$ cat src/rtl/cache_req_sequencer.sv
// Request FIFO and two-stage issue/compare pipeline in front of the set-associative cache.
// Optional hit/miss statistics are enabled with `define CACHE_SEQ_STATS_EN.
module cache_req_sequencer #(
   parameter int unsigned FIFO_DEPTH = 4,
   parameter int unsigned CNT_WIDTH  = 16
) (
   input  logic                 clk,
   input  logic                 reset,
   input  logic                 req_valid,
   output logic                 req_ready,
   input  logic [31:0]          req_addr,
   input  logic                 req_wr,
   input  logic [7:0]           req_wdata,
   output logic [31:0]          cache_addr,
   output logic                 cache_wr_en,
   output logic [7:0]           cache_wr_data,
   input  logic                 cache_hit,
   input  logic                 cache_miss,
   input  logic [7:0]           cache_rd_data,
   output logic                 resp_valid,
   output logic                 resp_wr,
   output logic                 resp_hit,
   output logic [7:0]           resp_rdata,
   output logic                 busy,
   input  logic                 clear_stats,
   output logic [CNT_WIDTH-1:0] hit_count,
   output logic [CNT_WIDTH-1:0] miss_count
);

   localparam int unsigned PW = $clog2(FIFO_DEPTH);

   logic [31:0] fifo_addr  [FIFO_DEPTH];
   logic        fifo_wr    [FIFO_DEPTH];
   logic [7:0]  fifo_wdata [FIFO_DEPTH];
   logic [PW-1:0] wr_ptr;
   logic [PW-1:0] rd_ptr;
   logic [PW:0]   count;
   logic push;
   logic pop;
   logic s0_valid;
   logic s1_valid;
   logic s1_wr;

   assign req_ready = (count < (PW+1)'(FIFO_DEPTH));
   assign push      = req_valid && req_ready;
   assign pop       = (count != '0);
   assign busy      = pop || s0_valid || s1_valid;

   always_ff @(posedge clk) begin
      if (push) begin
         fifo_addr[wr_ptr]  <= req_addr;
         fifo_wr[wr_ptr]    <= req_wr;
         fifo_wdata[wr_ptr] <= req_wdata;
      end
   end

   // Depth is a power of two, so the pointers wrap by plain overflow.
   always_ff @(posedge clk or posedge reset) begin
      if (reset) begin
         wr_ptr <= '0;
         rd_ptr <= '0;
         count  <= '0;
      end else begin
         if (push) wr_ptr <= wr_ptr + PW'(1);
         if (pop)  rd_ptr <= rd_ptr + PW'(1);
         case ({push, pop})
            2'b10:   count <= count + (PW+1)'(1);
            2'b01:   count <= count - (PW+1)'(1);
            default: count <= count;
         endcase
      end
   end

   // Issue stage: when idle, cache_addr holds so the cache just re-reads the last line.
   always_ff @(posedge clk or posedge reset) begin
      if (reset) begin
         s0_valid      <= 1'b0;
         cache_addr    <= '0;
         cache_wr_en   <= 1'b0;
         cache_wr_data <= '0;
      end else if (pop) begin
         s0_valid      <= 1'b1;
         cache_addr    <= fifo_addr[rd_ptr];
         cache_wr_en   <= fifo_wr[rd_ptr];
         cache_wr_data <= fifo_wdata[rd_ptr];
      end else begin
         s0_valid    <= 1'b0;
         cache_wr_en <= 1'b0;
      end
   end

   always_ff @(posedge clk or posedge reset) begin
      if (reset) begin
         s1_valid   <= 1'b0;
         s1_wr      <= 1'b0;
         resp_valid <= 1'b0;
         resp_wr    <= 1'b0;
         resp_hit   <= 1'b0;
         resp_rdata <= '0;
      end else begin
         s1_valid   <= s0_valid;
         s1_wr      <= cache_wr_en;
         resp_valid <= s1_valid;
         resp_wr    <= s1_wr;
         resp_hit   <= cache_hit;
         resp_rdata <= (!s1_wr && cache_hit) ? cache_rd_data : '0;
      end
   end

`ifdef CACHE_SEQ_STATS_EN
   logic hit_inc;
   logic miss_inc;

   // An inconsistent cache report (hit == miss) counts as neither.
   assign hit_inc  = s1_valid && cache_hit && !cache_miss;
   assign miss_inc = s1_valid && cache_miss && !cache_hit;

   always_ff @(posedge clk or posedge reset) begin
      if (reset) begin
         hit_count  <= '0;
         miss_count <= '0;
      end else if (clear_stats) begin
         hit_count  <= '0;
         miss_count <= '0;
      end else begin
         if (hit_inc && (hit_count != '1))   hit_count  <= hit_count + CNT_WIDTH'(1);
         if (miss_inc && (miss_count != '1)) miss_count <= miss_count + CNT_WIDTH'(1);
      end
   end
`else
   logic unused_stats;

   assign unused_stats = ^{clear_stats, cache_miss};
   assign hit_count    = '0;
   assign miss_count   = '0;
`endif

endmodule
$ cat config.mk
export PLATFORM = sky130hd
export DESIGN_NAME = cache_req_sequencer
export DESIGN_NICKNAME = d
export VERILOG_FILES = /design/src/rtl/cache_req_sequencer.sv
export SDC_FILE = /design/constraint.sdc
export NUM_CORES = 1
export LEC_CHECK = 0
export CORE_UTILIZATION = 43
export DETAILED_ROUTE_END_ITERATION = 8
export PLACE_DENSITY = 0.66
export SLEW_MARGIN = 20
export SYNTH_ARGS = -nofsm -noshare
export SYNTH_HDL_FRONTEND = slang
export SYNTH_SLANG_ARGS = --single-unit
$ cat constraint.sdc
create_clock -name clk -period 6.6 [get_ports clk]
set_input_delay 1.32 -clock clk [delete_from_list [all_inputs] [get_ports clk]]
set_output_delay 1.32 -clock clk [all_outputs]
set_load 0.01 [all_outputs]
==> flow_summary.toml, run 1 <==
[timing]
max_freq_ghz = 0.267
hold_slack_ns = 0.368
max_slew_margin_pct = 28.8
finalSetupViolCount = 0
timing.final.ws_setup_ns = 2.86
drv_slew = 0
grt_setup_unrepaired = "false"
min_period_ns = 3.74
finalSetupTns_ns = 0
fin_skew_ns = 0.0176
tightestPinTransition_ns = 1.07
fin_crit_sh_pct = 56.7
hold_violations = 0

[critical_path]
arrival_ns = 2.42
cp_max_fo = 45
slowest_delay_ns = 0.48
critPathRequiredTime_ns = 5.28
critPathLaunchType = "register"
cp-end-kind = "output port"
path_cells = "nor3_4, inv_2, or3_1, clkdlybuf4s50_1"
path_class = "reg -> out"
slowest_stage = "clkdlybuf4s50_1"

[cts]
tritoncts = "yes"
post_cts_buffers = 0
clk_latency_ns = 0.51
clock_sinks = 226
cts_buffer_depth = 3
path_clk_slew_ns = 0.06
hold_buffers = 0
cts_resized = 0
root_buffer = "clkbuf_16"
cts.htree.levels = 1
cts_buffers = 24

[grt]
grt_overflow = 0
grt_pass1_wl_um = 23500
grt_pass1_vias = 4355
antenna_found_initial = 2
grt_max_degree = 63
grtUsageTotal_pct = 15.3

[die]
coreArea_mm2 = 0.0195
io_pins = 141
start_util_pct = 43.9
die_w_um = 143
die_area_mm2 = 0.0205
rows = 51
die_h_um = 143

[route]
drt-initial-drc-count = 167
post_drt_wl_per_cell_um = 17.0
dr.pass1.iters = 4
vias = 4162
ant_nets = 0
finalWirelength_um = 15000
viasPerCell = 4.72
drcViolationCount = 0

[place]
dp_cells = 835
io_buffers = 106
place.gp.congestion = 0.709
post-dp-hpwl_um = 8370
dpl_cell_area_mm2 = 0.00972
place_ws_ns = 3.20

[yosys]
synth_top_area_share_pct = 57.5
synth_cell_types = 24
yosys_warnings = 0
avgSynthCellArea_um2 = 17.8
yosys-top-cells-area = "edfxtp_1 57%, dfrtp_1 18%, mux4_2 10%, nand2_1 5.3%, buf_4 2.8%"
synth.largest_area_cell = "edfxtp_1"
yosys_register_bits = 226
synth_area_mm2 = 0.00857
seq_area_frac_synth_pct = 75.6
postSynthCellCount = 482

[power_and_ir_drop]
power_density_mw_per_mm2 = 433
p_leak_uw = 0.00387
worst_ir_drop_vdd_mv = 0.265

[finish]
drive_above_1_share_pct = 13.0
fillCellCount = 1595
fin_nets = 657
area_growth_pct = 21.7
final_area_mm2 = 0.0104
finalNonFillerCells = 881

[status]
status = "finished, final reports clean"

[run]
drv_cap = 0

[worst_hold_path]
min_path_type = "reg -> reg"
registers in the layout (all words and copies together) (netlist names), 2 cells and up:
| register | cells |
|---|---|
| cache_addr | 32 |
| resp_rdata | 8 |
| wr_ptr | 2 |
| count | 3 |
| fifo_addr | 128 |
| rd_ptr | 2 |
| fifo_wdata | 32 |
| cache_wr_data | 8 |
| fifo_wr | 4 |
synthesized netlist by cell type, drive strengths merged:
cell and instances:
nor3 1, clkbuf 5, ha 5, conb 1, dfrtp 62, inv 9
buf 46, fa 1, xor2 1, edfxtp 164, nand2 122, mux4 41
o21ai 1, nor2b 2, nor2 1, mux2i 1, or3 1, xnor2 5
and2 13
critical path: cells and delay by family (launching register included):
kind,cells,cell delay (ns)
and+or+nand+nor,2,0.65
DFF,1,0.43
buffers and inverters,2,0.84
layer usage:
metal,share of wire [%],global-route usage [%],wire (um)
met5,0,0,0
met4,1.6,3.85,233
met2,50,26.5,7480
met3,6.1,3.92,908
met1,42,19.3,6370
area by class of cell:
cell class / instances / area [um2] / area share (%)
Antenna cell: 2 / 5.00 / 0.0480
Clock buffer: 30 / 633 / 6.07
Clock inverter: 14 / 71.3 / 0.684
Inverter: 9 / 35.0 / 0.336
Multi-Input combinational cell: 227 / 1790 / 17.2
Sequential cell: 226 / 6480 / 62.2
Tap cell: 265 / 332 / 3.18
Timing Repair Buffer: 108 / 1080 / 10.3
metrics by stage:
step | total power [uW] | util (%)
floorplan | 2900 | -
global placement | 3360 | 49.7
detailed placement | 3400 | 49.8
CTS | 4590 | 53.4
global route | 4790 | 53.4
finish | 4510 | 53.4
worst paths after layout:
path,from,to,slack (ns),cells after the start
min reg2reg,s1_valid$_DFF_PP0_,resp_valid$_DFF_PP0_,0.37,0
max reg2reg,count[0]$_DFFE_PP0P_,count[2]$_DFFE_PP0P_,4.24,8
max,count[0]$_DFFE_PP0P_,busy,2.86,4
min in group asynchronous,reset,resp_rdata[7]$_DFF_PP0_,1.40,3
min,s1_valid$_DFF_PP0_,resp_valid$_DFF_PP0_,0.37,0
max in group asynchronous,reset,rd_ptr[0]$_DFFE_PP0P_,4.58,3
cells in the final DEF, fill, tap and decap left out, drive strengths merged:
| cell type | n |
|---|---|
| clkdlybuf4s50 | 106 |
| and2 | 13 |
| buf | 2 |
| nor2b | 2 |
| ha | 5 |
| xor2 | 1 |
| or3 | 1 |
| conb | 32 |
| inv | 8 |
| xnor2 | 5 |
| clkbuf | 30 |
| clkinv | 15 |
| nor3 | 1 |
| nand2 | 122 |
| mux2i | 1 |
| dfrtp | 62 |
| edfxtp | 164 |
| mux4 | 41 |
| nor2 | 1 |
| diode | 2 |
| o21ai | 1 |
| fa | 1 |
logic make-up after synthesis:
group / share of synthesized area [%]
DFF: 75.6
and+or+nand+nor: 6.68
buffers and inverters: 5.01
muxes: 11.0
adders and majority gates: 0.964
xor gates and xnor gates: 0.613
other: 0.0438
AOI/OAI and AO/OA: 0.0584
report_power, final:
group	internal [uW]	switching [uW]
registers	1860	251
logic	671	541
clock network	678	508
total	3210	1300
Power figures use the tool's default switching activity.
==> run 2: changes to the inputs <==
--- a/config.mk
+++ b/config.mk
@@ -7,7 +7,7 @@
 export LEC_CHECK = 0
 export CORE_UTILIZATION = 43
 export DETAILED_ROUTE_END_ITERATION = 8
-export PLACE_DENSITY = 0.66
+export PLACE_DENSITY = 0.68
 export SLEW_MARGIN = 20
 export SYNTH_ARGS = -nofsm -noshare
 export SYNTH_HDL_FRONTEND = slang
==> constraint.sdc (replaced) <==
create_clock -name clk -period 3.3 [get_ports clk]
set_input_delay 0.66 -clock clk [delete_from_list [all_inputs] [get_ports clk]]
set_output_delay 0.66 -clock clk [all_outputs]
set_load 0.01 [all_outputs]
==> flow_summary.toml, run 2 (synthesis gave the netlist of run 1 again) <==
[timing]
min_period_ns = 2.63
finalSetupViolCount = 0
timing.final.ws_setup_ns = 0.674
max_slew_margin_pct = 28.5
fin_skew_ns = 0.0222
finalSetupTns_ns = 0
tightestPinTransition_ns = 1.07
hold_violations = 0
max_freq_ghz = 0.381
drv_slew = 0
grt_setup_unrepaired = "false"
fin_crit_sh_pct = 79.6

[power_and_ir_drop]
total_power_uw = 9200
worst_ir_drop_vdd_mv = 0.411
p_leak_uw = 0.00392
power_density_mw_per_mm2 = 873

[finish]
final_common_cell = "edfxtp_1"
reg_top3 = "fifo_addr x128, cache_addr x32, fifo_wdata x32"
n_antenna_cell = 0
final_cell_mix = "164 x edfxtp_1, 122 x nand2_1, 106 x clkdlybuf4s50_1"
fin_nets = 665
largest_reg_flops = 128
largest-register = "fifo_addr"
area_growth_pct = 23.0
drive_above_1_share_pct = 15.0

[cts]
clock_sinks = 226
clk_latency_ns = 0.52
root_buffer = "clkbuf_16"
tritoncts = "yes"
cts_resized = 0
post_cts_buffers = 0
cts_buffer_depth = 3
cts.htree.levels = 1
path_clk_slew_ns = 0.06
hold_buffers = 0
cts_buffers = 24

[status]
status = "finished, final reports clean"

[grt]
grtUsageTotal_pct = 16.0
antenna_found_initial = 1
grt_overflow = 0
grt_max_degree = 45
grt_pass1_vias = 4595
grt_pass1_wl_um = 24600

[worst_hold_path]
hp-start = "s1_valid$_DFF_PP0_"
hold_path_end = "resp_valid$_DFF_PP0_"
min_path_type = "reg -> reg"
hold_depth = 0

[critical_path]
r2r_cells = 9
cp-end-kind = "output port"
arrival_ns = 1.97
cp_max_fo = 3
reg2reg_from = "count[0]$_DFFE_PP0P_"
critPathLaunchType = "register"
r2r_slack_ns = 1.07
path_class = "reg -> out"
reg2reg_to = "count[2]$_DFFE_PP0P_"
critPathRequiredTime_ns = 2.64

[die]
coreArea_mm2 = 0.0195
io_pins = 141
start_util_pct = 43.9
die_w_um = 143
rows = 51
die_h_um = 143
die_area_mm2 = 0.0205

[place]
place.gp.congestion = 0.697
place_ws_ns = 0.564
post-dp-hpwl_um = 9340
io_buffers = 106

[route]
finalWirelength_um = 15500
viasPerCell = 4.85
drcViolationCount = 0
post_drt_wl_per_cell_um = 17.5
drt-initial-drc-count = 175
ant_nets = 0
dr.pass1.iters = 4
vias = 4298

[run]
drv_cap = 0
run 2: changes by cell type in the layout (fill, tap and decap cells not counted):
| cell | before | now |
|---|---|---|
| and2_2 | 0 | 4 |
| and2_4 | 4 | 0 |
| buf_12 | 0 | 2 |
| buf_4 | 2 | 8 |
| bufinv_16 | 0 | 1 |
| clkbuf_1 | 5 | 3 |
| clkbuf_8 | 1 | 0 |
| clkinv_1 | 8 | 5 |
| clkinvlp_4 | 0 | 4 |
| diode_2 | 2 | 0 |
| inv_6 | 0 | 1 |
run 2: power by group:
group | switching, uW | internal [uW] | total [uW]
logic | 1100 | 1370 | 2470
registers | 511 | 3720 | 4240
clock network | 1070 | 1420 | 2500
total | 2690 | 6520 | 9200
run 2: how the worst max path moves through the flow:
stage / from / endpoint / slack (ns) / depth (start not counted)
2_1_floorplan: req_valid / fifo_addr[0][0]$_DFFE_PP_ / 0.88 / 3
3_3_place_gp: req_valid / fifo_addr[2][3]$_DFFE_PP_ / 0.66 / 4
3_5_place_dp: req_valid / fifo_addr[2][20]$_DFFE_PP_ / 0.56 / 4
4_1_cts: count[0]$_DFFE_PP0P_ / busy / 0.64 / 4
5_1_grt: count[0]$_DFFE_PP0P_ / busy / 0.57 / 4
6_report: count[0]$_DFFE_PP0P_ / busy / 0.67 / 4
run 2: final cells by class:
cell class	instances	area, um2
fillers	1578	8990
flip-flops and latches	226	6480
multi-input cells	227	1790
repair buffers	116	1160
clock buffers	27	612
well taps	265	332
clock inverters	17	129
inverters	9	35.0
run 2: critical path, cell delays in order, from the launching register on:
cell             delay, ns
dfrtp_1               0.43
nor3_4                0.20
inv_2                 0.05
or3_1                 0.30
clkdlybuf4s50_1       0.48
run 2: layer usage:
layer / track usage (%) / part of all wire (%)
met4: 4.53 / 1.7
met2: 27.5 / 49
met3: 4.26 / 6.5
met5: 0 / 0
met1: 20.0 / 42
run 2: metrics by stage:
| stage | std cells | hold slack (ns) | utilization (%) | cell area (um2) |
|---|---|---|---|---|
| final | 887 | 0.373 | 54.0 | 10500 |
| after global routing | 887 | 0.389 | 54.0 | 10500 |
| after CTS | 887 | 0.376 | 54.0 | 10500 |
| after detailed placement | 843 | 0.362 | 50.2 | 9800 |
| after global placement | 843 | 0.354 | 50.2 | 9800 |
| after floorplan | 513 | 0.348 | - | 8680 |
==> run 3: changes to the inputs <==
--- a/config.mk
+++ b/config.mk
@@ -7,7 +7,7 @@
 export LEC_CHECK = 0
 export CORE_UTILIZATION = 43
 export DETAILED_ROUTE_END_ITERATION = 8
-export PLACE_DENSITY = 0.68
+export PLACE_DENSITY = 0.66
 export SLEW_MARGIN = 20
 export SYNTH_ARGS = -nofsm -noshare
 export SYNTH_HDL_FRONTEND = slang
==> constraint.sdc (replaced) <==
create_clock -name clk -period 2.6 [get_ports clk]
set_input_delay 0.52 -clock clk [delete_from_list [all_inputs] [get_ports clk]]
set_output_delay 0.52 -clock clk [all_outputs]
set_load 0.01 [all_outputs]
==> flow_summary.toml, run 3 (synthesis gave the netlist of run 1 again) <==
[finish]
fillCellCount = 1569
final_cell_mix = "164 x edfxtp_1, 122 x nand2_1, 105 x clkdlybuf4s50_1"
final_common_cell = "edfxtp_1"
largest_reg_flops = 128
multi_input_area_mm2 = 0.00179
seqCellArea_mm2 = 0.00648
drive_above_1_share_pct = 15.8
fin_nets = 671
area_growth_pct = 25.3
reg_top3 = "fifo_addr x128, cache_addr x32, fifo_wdata x32"
n_antenna_cell = 0
largest-register = "fifo_addr"
fin_util_pct = 55.0

[worst_hold_path]
min_path_type = "in -> async"

[critical_path]
critPathRequiredTime_ns = 2.08
slowest_delay_ns = 0.44
critPathBufInv = 2
cp_max_fo = 3
critical_path.top_delay_family = "simple AND/OR/NAND/NOR gates"
path_class = "reg -> out"
r2r_cells = 4
reg2reg_to = "cache_addr[27]$_DFFE_PP0P_"
r2r_slack_ns = 0.74
reg2reg_from = "rd_ptr[0]$_DFFE_PP0P_"
cp-end-kind = "output port"
path_cells = "nor3_4, inv_2, or3_1, dlygate4sd2_1"
crit_cells = 4
arrival_ns = 1.85
slowest_stage = "dfrtp_1"
critPathLaunchType = "register"

[timing]
fin_crit_sh_pct = 91.1
max_freq_ghz = 0.422
finalSetupViolCount = 0
min_period_ns = 2.37
max_slew_margin_pct = 59.5
finalSetupTns_ns = 0
tightestPinTransition_ns = 0.607
grt_setup_unrepaired = "false"
fin_skew_ns = 0.00953
hold_violations = 0
drv_slew = 0

[route]
post_drt_wl_per_cell_um = 17.6
vias = 4262
drt-initial-drc-count = 215
wl_met3_um = 860
drcViolationCount = 0
ant_nets = 0
finalWirelength_um = 15700
highest_layer = "met4"
dr.pass1.iters = 6
viasPerCell = 4.78
wl_met2_um = 7920
wl_met1_um = 6650

[power_and_ir_drop]
p_int_uw = 8780
power_density_mw_per_mm2 = 1130
p_leak_uw = 0.00402
p_comb_share_pct = 28.1
total_power_uw = 12200
p_clk_share_pct = 29.1
worst_ir_drop_vdd_mv = 0.760
p_sw_share_pct = 27.9
p_sw_uw = 3390
p_seq_share_pct = 42.9

[cts]
path_clk_slew_ns = 0.06
hold_buffers = 0
root_buffer = "clkbuf_16"
cts_buffer_depth = 3
cts.htree.levels = 1
clock_sinks = 226
cts_buffers = 23
tritoncts = "yes"
clk_latency_ns = 0.50

[die]
die_area_mm2 = 0.0205
io_pins = 141
coreArea_mm2 = 0.0195
rows = 51
die_h_um = 143
die_w_um = 143
start_util_pct = 43.9

[run]
drv_cap = 0

[grt]
grt_pass1_vias = 4584
grt_max_degree = 44
grt_overflow = 0
grtUsageTotal_pct = 16.1
antenna_found_initial = 0
grt_pass1_wl_um = 24800

[place]
post-dp-hpwl_um = 9700
io_buffers = 106
place.gp.congestion = 0.659

[status]
status = "finished, final reports clean"
-- run 3: cell count changes in the layout (fill, tap and decap cells not counted), sizes merged --
cell           before  now
buf                10   17
bufinv              1    6
dlygate4sd2         0    1
clkinvlp            4    2
clkdlybuf4s50     106  105
clkbuf             27   26
clkinv             12    8
-- run 3: area by class of cell --
cell class / count / share of cell area [%]
Sequential cell: 226 / 60.4
Clock inverter: 16 / 2.18
Multi-Input combinational cell: 227 / 16.7
Inverter: 9 / 0.326
Tap cell: 265 / 3.09
Timing Repair Buffer: 123 / 11.9
Clock buffer: 26 / 5.47
-- run 3: how the worst max path moves through the flow --
stage / from / endpoint
4_1_cts: count[0]$_DFFE_PP0P_ / busy
3_5_place_dp: req_valid / fifo_addr[0][14]$_DFFE_PP_
5_1_grt: count[0]$_DFFE_PP0P_ / busy
6_report: count[0]$_DFFE_PP0P_ / busy
3_3_place_gp: req_valid / fifo_addr[0][14]$_DFFE_PP_
2_1_floorplan: req_valid / fifo_addr[0][0]$_DFFE_PP_
-- run 3: per-stage QoR --
step           hold slack [ns]  instances  setup slack [ns]  instance area [um2]
2_1_floorplan            0.348        513             0.318                 8680
3_3_place_gp             0.351        850             0.344                 9910
3_5_place_dp             0.369        850             0.328                 9910
4_1_cts                  0.380        892             0.182                10700
5_1_grt                  0.390        892             0.147                10700
6_report                 0.370        892             0.231                10700
-- run 3: what timing repair did --
| item | 4_1_cts | 5_1_grt |
|---|---|---|
| setup buffers | 0 | 0 |
| setup endpoints to repair | 1 | 0 |
| resized for setup | 1 | 0 |
-- run 3: worst register-to-register path: stages (launching register included) --
cell and delay, ns:
dfrtp_4 0.73, buf_12 0.30, mux4_2 0.53, nand2_1 0.10, nand2_1 0.08
-- run 3: power by group through the flow --
stage	Sequential (uW)	Combinational, uW	Clock (uW)
finish	5220	3420	3540
global route	5320	3750	3770
detailed placement	5310	3490	0
CTS	5240	3510	3630
floorplan	5230	2130	0
global placement	5260	3430	0
-- run 3: layer usage --
layer / vias up / global-route usage (%)
li1: 1932 / -
met1: 2157 / 20.9
met2: 148 / 27.7
met3: 25 / 3.25
met4: 0 / 4.30
met5: - / 0
